### src/rtl/mm_pkg.sv
// Shared widths, grant encodings and FSM state type for the memory-port arbiter.
package mm_pkg;
  localparam int MM_ADDR_W = 11;
  localparam int MM_DATA_W = 32;

  // Grant code doubles as the requester index used by the round-robin pointer.
  typedef enum logic [1:0] {
    GNT_IF   = 2'b00,
    GNT_LD   = 2'b01,
    GNT_ST   = 2'b10,
    GNT_NONE = 2'b11
  } grant_e;

  typedef enum logic [1:0] {
    S_IDLE,
    S_ACCESS,
    S_RESPOND
  } state_e;

  function automatic grant_e oh2grant(input logic [2:0] oh);
    grant_e g;
    case (oh)
      3'b001:  g = GNT_IF;
      3'b010:  g = GNT_LD;
      3'b100:  g = GNT_ST;
      default: g = GNT_NONE;
    endcase
    return g;
  endfunction
endpackage

### src/rtl/rr_arbiter3.sv
// Three-way round-robin picker: search starts just after the last granted requester.
module rr_arbiter3
  import mm_pkg::*;
(
  input  logic   [2:0] req,
  input  grant_e       last,
  output logic   [2:0] gnt
);

  always_comb begin
    gnt = 3'b000;
    case (last)
      GNT_IF: begin
        if (req[1])      gnt = 3'b010;
        else if (req[2]) gnt = 3'b100;
        else if (req[0]) gnt = 3'b001;
      end
      GNT_LD: begin
        if (req[2])      gnt = 3'b100;
        else if (req[0]) gnt = 3'b001;
        else if (req[1]) gnt = 3'b010;
      end
      default: begin
        if (req[0])      gnt = 3'b001;
        else if (req[1]) gnt = 3'b010;
        else if (req[2]) gnt = 3'b100;
      end
    endcase
  end

endmodule

### src/rtl/mm_port_arbiter.sv
// Shares one fixed-latency memory port among fetch, load and store requesters.
module mm_port_arbiter
  import mm_pkg::*;
#(
  parameter int MEM_LATENCY = 2
) (
  input  logic                 CLOCK_50,
  input  logic                 resetIn,
  input  logic                 ifReq,
  input  logic [31:0]          ifAddr,
  output logic                 ifAck,
  output logic [MM_DATA_W-1:0] ifData,
  input  logic                 ldReq,
  input  logic [31:0]          ldAddr,
  output logic                 ldAck,
  output logic [MM_DATA_W-1:0] ldData,
  input  logic                 stReq,
  input  logic [31:0]          stAddr,
  input  logic [MM_DATA_W-1:0] stData,
  output logic                 stAck,
  output logic [MM_ADDR_W-1:0] address,
  output logic [MM_DATA_W-1:0] dataWrite,
  output logic                 writeEnable,
  input  logic [MM_DATA_W-1:0] dataRead,
  output logic [1:0]           grant,
  output logic                 busy
);

  localparam logic [2:0] CNT_INIT = 3'(MEM_LATENCY);

  state_e                 state_q, state_d;
  grant_e                 grant_q, grant_d, last_q, last_d;
  logic [2:0]             cnt_q, cnt_d;
  logic [2:0]             ack_q, ack_d;
  logic                   busy_q, busy_d;
  logic                   we_q, we_d;
  logic [MM_ADDR_W-1:0]   addr_q, addr_d;
  logic [MM_DATA_W-1:0]   wdata_q, wdata_d;
  logic [MM_DATA_W-1:0]   ifdata_q, ifdata_d;
  logic [MM_DATA_W-1:0]   lddata_q, lddata_d;

  logic [2:0] req_vec, gnt_oh;
  grant_e     win;

  // Only the low word-address bits reach the memory; the rest are don't-care.
  logic unused_hi;
  assign unused_hi = ^{ifAddr[31:MM_ADDR_W], ldAddr[31:MM_ADDR_W], stAddr[31:MM_ADDR_W]};

  assign req_vec = {stReq, ldReq, ifReq};

  rr_arbiter3 u_rr (
    .req  (req_vec),
    .last (last_q),
    .gnt  (gnt_oh)
  );

  assign win = oh2grant(gnt_oh);

  always_comb begin
    state_d  = state_q;
    grant_d  = grant_q;
    last_d   = last_q;
    cnt_d    = cnt_q;
    busy_d   = busy_q;
    addr_d   = addr_q;
    wdata_d  = wdata_q;
    ifdata_d = ifdata_q;
    lddata_d = lddata_q;
    ack_d    = 3'b000;
    we_d     = 1'b0;
    case (state_q)
      S_IDLE: begin
        if (|req_vec) begin
          state_d = S_ACCESS;
          grant_d = win;
          last_d  = win;
          busy_d  = 1'b1;
          cnt_d   = CNT_INIT;
          case (win)
            GNT_LD: addr_d = ldAddr[MM_ADDR_W-1:0];
            GNT_ST: begin
              addr_d  = stAddr[MM_ADDR_W-1:0];
              wdata_d = stData;
              we_d    = 1'b1;
            end
            default: addr_d = ifAddr[MM_ADDR_W-1:0];
          endcase
        end
      end
      S_ACCESS: begin
        cnt_d = cnt_q - 3'd1;
        // Last access cycle: read data is valid now; register it alongside the ack.
        if (cnt_q == 3'd1) begin
          state_d = S_RESPOND;
          case (grant_q)
            GNT_IF: begin
              ack_d[0] = 1'b1;
              ifdata_d = dataRead;
            end
            GNT_LD: begin
              ack_d[1] = 1'b1;
              lddata_d = dataRead;
            end
            default: ack_d[2] = 1'b1;
          endcase
        end
      end
      S_RESPOND: begin
        state_d = S_IDLE;
        grant_d = GNT_NONE;
        busy_d  = 1'b0;
      end
      default: state_d = S_IDLE;
    endcase
  end

  always_ff @(posedge CLOCK_50 or negedge resetIn) begin
    if (!resetIn) begin
      state_q  <= S_IDLE;
      grant_q  <= GNT_NONE;
      last_q   <= GNT_ST;
      cnt_q    <= 3'd0;
      ack_q    <= 3'b000;
      busy_q   <= 1'b0;
      we_q     <= 1'b0;
      addr_q   <= '0;
      wdata_q  <= '0;
      ifdata_q <= '0;
      lddata_q <= '0;
    end else begin
      state_q  <= state_d;
      grant_q  <= grant_d;
      last_q   <= last_d;
      cnt_q    <= cnt_d;
      ack_q    <= ack_d;
      busy_q   <= busy_d;
      we_q     <= we_d;
      addr_q   <= addr_d;
      wdata_q  <= wdata_d;
      ifdata_q <= ifdata_d;
      lddata_q <= lddata_d;
    end
  end

  assign ifAck       = ack_q[0];
  assign ldAck       = ack_q[1];
  assign stAck       = ack_q[2];
  assign ifData      = ifdata_q;
  assign ldData      = lddata_q;
  assign address     = addr_q;
  assign dataWrite   = wdata_q;
  assign writeEnable = we_q;
  assign grant       = grant_q;
  assign busy        = busy_q;

endmodule

### config.mk
export PLATFORM = sky130hd
export DESIGN_NAME = mm_port_arbiter
export DESIGN_NICKNAME = d
export VERILOG_FILES = /design/src/rtl/mm_pkg.sv /design/src/rtl/rr_arbiter3.sv /design/src/rtl/mm_port_arbiter.sv
export SDC_FILE = /design/constraint.sdc
export NUM_CORES = 1
export LEC_CHECK = 0
export ABC_AREA = 1
export BUFFER_PORTS_ARGS = -buffer_cell sky130_fd_sc_hd__buf_2
export CAP_MARGIN = 15
export CORE_MARGIN = 5
export CORE_UTILIZATION = 48
export CTS_CLUSTER_DIAMETER = 30
export DETAILED_ROUTE_END_ITERATION = 8
export PLACE_DENSITY = 0.84
export SETUP_SLACK_MARGIN = 0.02
export SYNTH_ARGS = -nofsm -noshare
export SYNTH_HDL_FRONTEND = slang
export SYNTH_SLANG_ARGS = --single-unit
### constraint.sdc
create_clock -name CLOCK_50 -period 5.1 [get_ports CLOCK_50]
set_clock_uncertainty 0.2 [all_clocks]
set_input_delay 1.02 -clock CLOCK_50 [delete_from_list [all_inputs] [get_ports CLOCK_50]]
set_output_delay 1.02 -clock CLOCK_50 [all_outputs]
set_load 0.02 [all_outputs]
==> run_results.csv, run 1 <==
group,metric,value,unit
run_status,status,"finished clean",
logic_synthesis,syn_area,0.00492,sq mm
timing,drv_slew,0,
worst_setup_path,cp-end-kind,"register",
logic_synthesis,syn-num-nets,713,
timing,period_needed,2870,ps
logic_synthesis,seq_area_frac_synth,61.6,%
cells_and_area,nets,925,
worst_setup_path,crit_fanout,37,
power_and_ir_drop,p_seq_share,35.5,%
cells_and_area,final_common_cell,"buf_2",
hold_path,hold_class,"register to register",
timing,relSlewSlack,28.1,%
route,routed_wl,12700,um
die,core_area,0.0102,sq mm
power_and_ir_drop,pwr-share-comb,41.0,%
job,maxCapViolCount,0,
power_and_ir_drop,pwr-share-clk,23.5,%
route,dr.pass1.iters,4,
timing,hold_violations,0,
global_route,grt_pass1_vias,4294,
power_and_ir_drop,p_per_area,717,mW/mm^2
route,ant_nets,0,
power_and_ir_drop,max-vdd-ir-drop,0.250,mV
power_and_ir_drop,power.switching,0.00198,W
power_and_ir_drop,switching_share,42.0,%
logic_synthesis,synth_top_area_cell,"dfrtp_1",
place,post-dp-hpwl,9250,um
die,dieArea,0.0124,sq mm
clock_network,post_cts_resized,0,
cells_and_area,final_layout_size_suffix_gt1_share,34.4,%
cells_and_area,antenna_cells,0,
die,fp.dieW,111,um
clock_network,h-tree-depth,4,
route,first_iter_violations,277,
timing,rsz0062_at_grt,"no",
clock_network,numCtsBuffers,17,
logic_synthesis,syn_avg_cell_area,9.02,sq um
clock_network,cts.sinks,121,
clock_network,cts_setup_buffers,0,
clock_network,ctsHoldBuffers,0,
cells_and_area,layout_common_cells,"buf_2, nand2_1, dfrtp_1, inv_1, o21ai_1",
timing,worstMarginPinSlew,1080,ps
logic_synthesis,synth_cells,546,
clock_network,cts_tree,"yes",
logic_synthesis,ys_seq_elements,121,
timing,totalNegativeSetupSlack,0,ps
worst_setup_path,start_kind,"input pin",
global_route,grt_overflow,0,
die,die_h,111,um
route,wl_per_cell,14.0,um
logic_synthesis,synth.area.top_cells,"dfrtp_1, nand2_1, o21ai_1, inv_1, nor2_1",
die,ios,279,
global_route,grt_start_max_net_pins,66,
timing,setup_viol,0,
route,vias_per_cell,4.79,
clock_network,path_clk_slew,60,ps
place,port_buffers,215,
place,place_congestion,0.841,
logic_synthesis,yosys.cell_types.count,22,
clock_network,insertion_delay,490,ps
worst_setup_path,path_class,"input pin to register",
route,num_vias,4343,
logic_synthesis,ys_warn_count,0,
global_route,grt_pass1_wl,21000,um
global_route,grtUsageTotal,20.9,%
power_and_ir_drop,internal-power,0.00273,W
die,start_util,48.3,%
die,rows,37,
logic_synthesis,synth_top_area_share,60.0,%
global_route,antenna_found_initial,0,
clock_network,cts-root-buf,"clkbuf_8",
power_and_ir_drop,leakagePower,3.76,nW
cells_and_area,area_delta_synth_final,33.7,%
power_and_ir_drop,design_power_total,0.00472,W
timing,period_share,56.4,%
worst_setup_path,crit_arrival,3050,ps
route,route.detailed.drc,0,
worst_setup_path,required,5280,ps
clock_network,clock_path_buffers,2,
timing,fmax,348,MHz
logic make-up after synthesis:
family          synth area share [%]
compound gates                  8.13
fa+ha+maj                      0.508
buf+inv                         8.21
flops                           61.6
simple gates                    21.6
worst paths after layout:
path                                            from                   endpoint  slack, ps  depth (start not counted)
max reg2reg                    last_q[1]$_DFFE_PN1P_  dataWrite[31]$_DFFE_PN0P_       2280                          7
min in group asynchronous                    resetIn      ifData[9]$_DFFE_PN0P_        300                          1
min                        dataWrite[17]$_DFFE_PN0P_  dataWrite[17]$_DFFE_PN0P_        270                          2
max                                            ldReq  dataWrite[31]$_DFFE_PN0P_       2230                          7
max in group asynchronous                    resetIn     ldData[22]$_DFFE_PN0P_       3410                          2
min reg2reg                dataWrite[17]$_DFFE_PN0P_  dataWrite[17]$_DFFE_PN0P_        270                          2
metrics by stage:
step | worst slack, ps | cell area [sq um] | utilization, % | cells | hold WS [ps]
after detailed placement | 1720 | 6020 | 59.1 | 875 | 253
after floorplan | 2920 | 4920 | - | 546 | 277
final | 2230 | 6580 | 64.6 | 907 | 268
after global routing | 2040 | 6580 | 64.6 | 907 | 286
after CTS | 2250 | 6580 | 64.6 | 907 | 268
after global placement | 1750 | 6020 | 59.1 | 875 | 250
synthesized netlist by cell type:
cell and count:
a21oi_1 7, a22oi_1 1, a31oi_1 1, buf_2 11, buf_4 5, buf_6 8
clkbuf_1 2, dfrtp_1 118, dfstp_2 3, ha_1 2, inv_1 54, inv_2 3
nand2_1 191, nand3_1 12, nand3_2 1, nand4_1 11, nor2_1 43, nor2_4 3
nor3_1 2, o21ai_0 22, o21ai_1 45, o21ai_4 1
registers in the layout, indices dropped and copies added, names as in the netlist:
signal,flops
writeEnable,1
address,11
ack_q,3
grant,2
busy,1
ifData,32
last_q,2
ldData,32
dataWrite,32
cnt_q,3
state_q,2
power groups by stage:
stage                     clock network [W]  registers [W]  logic [W]
after floorplan                           0        0.00223   0.000711
after global placement                    0        0.00166    0.00190
after detailed placement                  0        0.00168    0.00196
after CTS                           0.00113        0.00168    0.00196
after global routing                0.00118        0.00174    0.00213
final                               0.00111        0.00168    0.00193
critical path, stage by stage:
cell	delay (ps)
buf_2	130
nand2_1	380
nand3_2	160
nor2_4	640
inv_2	470
nand2_1	160
nand2_1	70
area by class of cell:
cell class	count	area (sq um)
Multi-Input combinational cell	342	1500
Clock inverter	13	118
Timing Repair Buffer	219	1110
Fill cell	864	3600
Sequential cell	121	3030
Inverter	57	214
Clock buffer	19	442
Tap cell	136	170
per-layer routing:
layer  wire, um  global-route usage (%)  up-vias
li1           -                       -     2137
met1       5210                    26.3     2013
met2       6340                    34.0      163
met3        773                    5.62       30
met4        417                    9.08        0
met5          0                       0        -
No activity file was read; power rests on OpenSTA's default activity.
==> inputs of run 2 (changes only) <==
CORE_UTILIZATION = 40   (was 48)
PLACE_DENSITY = 0.75   (was 0.84)
clock period = 2.36 ns   (was 5.1 ns; I/O delays follow)
==> run 2 against run 1 <==
Effect of this change: non-clock buffer count is 8 higher; combinational power is 120% higher; register-to-register slack worse by 1800 ps; critical endpoint is now dataWrite[3]$_DFFE_PN0P_; largest power group unchanged; highest routed layer unchanged.
==> run_results.csv, run 2 (synthesis gave the netlist of run 1 again) <==
group,metric,value,unit
run_status,status,"finished clean",
die,die_h,121,um
cells_and_area,nets,933,
route,routed_wl,12800,um
die,fp.dieW,121,um
clock_network,clock_path_buffers,2,
cells_and_area,area_delta_synth_final,38.6,%
die,start_util,40.8,%
worst_setup_path,r2r_end,"dataWrite[3]$_DFFE_PN0P_",
die,rows,40,
timing,period_share,81.0,%
route,dr.pass1.iters,5,
clock_network,cts_tree,"yes",
clock_network,h-tree-depth,4,
power_and_ir_drop,max-vdd-ir-drop,0.728,mV
timing,totalNegativeSetupSlack,0,ps
hold_path,hold_start,"stData[0]",
place,post-dp-hpwl,9250,um
global_route,grt_util_met2,28.3,%
worst_setup_path,crit_arrival,2000,ps
die,dieArea,0.0146,sq mm
worst_setup_path,crit_fanout,34,
power_and_ir_drop,leakagePower,3.85,nW
timing,period_needed,1910,ps
cells_and_area,final_common_cell,"buf_2",
route,route.detailed.drc,0,
clock_network,numCtsBuffers,17,
route,vias_per_cell,4.48,
route,first_iter_violations,329,
timing,hold_violations,0,
timing,whs,58.7,ps
worst_setup_path,path_class,"register to register",
timing,relSlewSlack,60.3,%
global_route,grt_overflow,0,
worst_setup_path,start_kind,"register",
global_route,grt_pass1_wl,20300,um
clock_network,post_cts_resized,0,
global_route,use_met3,5.78,%
clock_network,cts_setup_buffers,0,
timing,setup_viol,0,
cells_and_area,layout_common_cells,"buf_2, nand2_1, dfrtp_1, inv_1, o21ai_1",
clock_network,cts.sinks,121,
timing,worstMarginPinSlew,594,ps
route,ant_nets,0,
timing,rsz0062_at_grt,"no",
timing,fmax,523,MHz
hold_path,hold_class,"input pin to register",
hold_path,hold_end,"dataWrite[0]$_DFFE_PN0P_",
power_and_ir_drop,p_per_area,1560,mW/mm^2
job,maxCapViolCount,0,
hold_path,whs_path_depth,3,
place,place_congestion,0.767,
global_route,grt_pass1_vias,3988,
worst_setup_path,cp-end-kind,"register",
global_route,grt_start_max_net_pins,66,
die,core_area,0.0121,sq mm
clock_network,path_clk_slew,60,ps
place,port_buffers,215,
worst_setup_path,rr_worst_depth,7,
route,wl_per_cell,13.5,um
global_route,antenna_found_initial,0,
timing,drv_slew,0,
die,ios,279,
worst_setup_path,r2r_start,"last_q[1]$_DFFE_PN1P_",
clock_network,insertion_delay,410,ps
worst_setup_path,r2r_slack,450,ps
worst_setup_path,required,2450,ps
cells_and_area,antenna_cells,0,
global_route,grtUsageTotal,17.7,%
cells_and_area,fill_cells,1136,
clock_network,cts-root-buf,"clkbuf_16",
route,num_vias,4241,
global_route,top_usage_layer,"met2",
cells_and_area,final_layout_size_suffix_gt1_share,34.9,%
global_route,use_met1,22.5,%
[run 2: cell types whose count changed in the layout (fill, tap and decap cells not counted), sizes merged]
cell	before	now
buf	219	226
bufinv	1	4
clkinv	5	3
clkinvlp	2	3
dlygate4sd3	0	1
inv	62	60
[run 2: per-layer routing]
layer | routed length (um) | up-vias | part of all wire, %
met5 | 0 | - | 0
met2 | 6280 | 136 | 49
met1 | 5440 | 1942 | 42
li1 | - | 2146 | -
met4 | 218 | 0 | 1.7
met3 | 865 | 17 | 6.8
[run 2: worst max path at each step]
| stage | from | endpoint | slack [ps] | depth (start not counted) |
|---|---|---|---|---|
| after detailed placement | ldReq | dataWrite[28]$_DFFE_PN0P_ | 380 | 7 |
| after global routing | last_q[1]$_DFFE_PN1P_ | dataWrite[6]$_DFFE_PN0P_ | 250 | 7 |
| after floorplan | last_q[1]$_DFFE_PN1P_ | dataWrite[10]$_DFFE_PN0P_ | 720 | 8 |
| after CTS | last_q[1]$_DFFE_PN1P_ | dataWrite[30]$_DFFE_PN0P_ | 440 | 7 |
| final | last_q[1]$_DFFE_PN1P_ | dataWrite[3]$_DFFE_PN0P_ | 450 | 7 |
| after global placement | ldReq | dataWrite[15]$_DFFE_PN0P_ | 390 | 7 |
[run 2: layout make-up]
| cell class | instances | area [sq um] | area share [%] |
|---|---|---|---|
| Inverter | 57 | 214 | 3.14 |
| Timing Repair Buffer | 227 | 1220 | 17.9 |
| Multi-Input combinational cell | 342 | 1500 | 22.0 |
| Clock inverter | 13 | 191 | 2.81 |
| Clock buffer | 19 | 453 | 6.64 |
| Tap cell | 168 | 210 | 3.08 |
| Sequential cell | 121 | 3030 | 44.5 |
[run 2: stage by stage]
step           util (%)  area (sq um)  power (W)  worst slack (ps)  cells
5_1_grt            56.5          6820     0.0113               251    947
2_1_floorplan         -          4920    0.00636               719    546
4_1_cts            56.5          6820     0.0107               436    947
6_report           56.5          6820     0.0106               449    947
3_3_place_gp       51.1          6170    0.00780               386    914
3_5_place_dp       51.1          6170    0.00792               378    914
[run 2: worst max-delay path, stage by stage, from the launching register on]
cell and delay (ps):
dfstp_2 560, nor2_1 50, nand2_1 250, nand3_2 140, nor2_4 140, inv_2 250
nand2_1 130, nand2_1 70
[run 2: power by group]
group	internal [W]	switching (W)	leakage [nW]
Combinational	0.00140	0.00281	2.09
Clock	0.00183	0.000942	0.307
Sequential	0.00311	0.000517	1.45
[run 2: timing repair]
action	in CTS	in global routing
hold buffers	1	0
endpoints found under the setup margin	0	0
hold endpoints to repair	29	0
==> inputs of run 3 (changes only) <==
CORE_UTILIZATION = 44   (was 40)
PLACE_DENSITY = 0.78   (was 0.75)
clock period = 2 ns   (was 2.36 ns; I/O delays follow)
==> run 3 against run 2 <==
Effect of this change: via count is 13% higher; critical endpoint is now grant[0]; critical path type is now register to primary output; die area is 8.4% lower; cell count is 4.8% higher; largest cell class unchanged; sequential share of layout area is 3.9 points lower; clock power is 6% higher.
==> run_results.csv, run 3 (synthesis gave the netlist of run 1 again) <==
group,metric,value,unit
clock_network,h-tree-depth,4,
worst_setup_path,cp-end-kind,"primary output",
timing,hold_violations,0,
timing,relSlewSlack,61.8,%
clock_network,cts-root-buf,"clkbuf_8",
worst_setup_path,worstSetupStartpoint,"grant[0]$_DFFE_PN1P_",
timing,totalNegativeSetupSlack,0,ps
worst_setup_path,critPathMaxStageDelay,540,ps
route,route.detailed.drc,0,
hold_path,hold_start,"ldAddr[0]",
die,rows,38,
timing,setup_viol,0,
cells_and_area,final_common_cell,"buf_2",
die,ios,279,
timing,drv_slew,0,
worst_setup_path,crit_fanout,3,
global_route,grt_start_max_net_pins,66,
power_and_ir_drop,p_per_area,1670,mW/mm^2
timing,fmax,543,MHz
cells_and_area,area_delta_synth_final,51.8,%
timing,worstMarginPinSlew,572,ps
worst_setup_path,r2r_start,"cnt_q[1]$_DFFE_PN0P_",
worst_setup_path,start_kind,"register",
power_and_ir_drop,max-vdd-ir-drop,0.864,mV
global_route,antenna_found_initial,0,
worst_setup_path,crit_buf_inv,1,
die,core_area,0.0109,sq mm
clock_network,cts_tree,"yes",
route,first_iter_violations,536,
global_route,grt_pass1_wl,23200,um
worst_setup_path,timing.critical_path.cells,"buf_2",
route,vias_per_cell,4.84,
worst_setup_path,path_class,"register to primary output",
run_status,status,"finished clean",
clock_network,cts.sinks,121,
cells_and_area,nets,1005,
die,die_h,116,um
worst_setup_path,crit_arrival,1240,ps
timing,period_share,92.0,%
power_and_ir_drop,leakagePower,4.13,nW
place,post-dp-hpwl,9590,um
route,dr.pass1.iters,6,
worst_setup_path,critPathSlowestCell,"dfstp_2",
power_and_ir_drop,design_power_total,0.0125,W
clock_network,path_clk_slew,60,ps
timing,period_needed,1840,ps
cells_and_area,final_layout_size_suffix_gt1_share,32.2,%
clock_network,numCtsBuffers,17,
global_route,grtUsageTotal,22.3,%
route,wl_per_cell,15.1,um
cells_and_area,layout_common_cells,"buf_2, nand2_1, dfrtp_1, dlygate4sd3_1, inv_1",
global_route,grt_pass1_vias,4768,
route,ant_nets,0,
place,dp.cells,887,
worst_setup_path,required,1400,ps
clock_network,insertion_delay,500,ps
die,dieArea,0.0134,sq mm
place,port_buffers,215,
die,start_util,45.2,%
die,fp.dieW,116,um
cells_and_area,final_cells,992,
route,num_vias,4805,
worst_setup_path,path_delay_family,"flip-flops",
global_route,grt_overflow,0,
route,routed_wl,14900,um
hold_path,hold_class,"input pin to register",
job,maxCapViolCount,0,
timing,rsz0062_at_grt,"no",
place,place_congestion,0.815,
clock_network,clock_path_buffers,2,
==> run 3: cell count changes in the layout (fill, tap and decap cells not counted), sizes merged, moves of 2 or more <==
| cell | before | now |
|---|---|---|
| clkinv | 3 | 8 |
| dlygate4sd3 | 1 | 72 |
| clkinvlp | 3 | 1 |
| bufinv | 4 | 2 |
==> run 3: worst register-to-register path, stage by stage (launching register included) <==
cell and delay [ps]:
dfrtp_1 360, inv_1 90, ha_1 170, nand2_1 100, nor2_4 170, nand3_4 160
buf_12 220, o21ai_0 220
==> run 3: where the power goes <==
group / internal, W / total, W / switching, W
clock network: 0.00185 / 0.00296 / 0.00112
logic: 0.00176 / 0.00520 / 0.00345
registers: 0.00367 / 0.00434 / 0.000674
total: 0.00727 / 0.0125 / 0.00524
==> run 3: worst paths after layout <==
path / end / slack, ps / cells past startpoint
worst min-delay path: address[0]$_DFFE_PN0P_ / 30 / 5
worst max register to register: ifData[12]$_DFFE_PN0P_ / 200 / 7
worst max-delay path: grant[0] / 160 / 1
max in group asynchronous: ldData[1]$_DFFE_PN0P_ / 780 / 3
min in group asynchronous: dataWrite[26]$_DFFE_PN0P_ / 210 / 2
worst min register to register: dataWrite[22]$_DFFE_PN0P_ / 270 / 2
==> run 3: routing by layer <==
layer  global-route usage [%]  wire length, um  vias up
met5                        0                0        -
met4                     10.1              420        0
met3                     4.33              950       38
met2                     39.0             7780      218
met1                     26.6             5790     2258
li1                         -                -     2291
==> run 3: cell type report <==
class                   instances  area [sq um]
fillers                       802          3420
flip-flops and latches        121          3030
repair buffers                299          1950
multi-input cells             342          1510
clock buffers                  19           442
inverters                      57           214
well taps                     140           175
clock inverters                13           144
diodes                          1          2.50
==> run 3: repair_timing <==
| action | in CTS | in global routing |
|---|---|---|
| gates resized for setup | 0 | 2 |
| endpoints found under the setup margin | 0 | 25 |
| hold buffers | 72 | 0 |
| buffers inserted | 0 | 0 |
| hold endpoints to repair | 128 | 0 |
==> run 3: through the flow <==
stage,hold slack [ps],utilization (%),worst slack [ps],cell area (sq um)
2_1_floorplan,-95.6,-,359,4920
3_3_place_gp,198,56.5,175,6150
3_5_place_dp,203,56.5,71.0,6150
4_1_cts,9.74,68.5,78.5,7460
5_1_grt,34.6,68.6,65.6,7470
6_report,29.4,68.6,160,7470
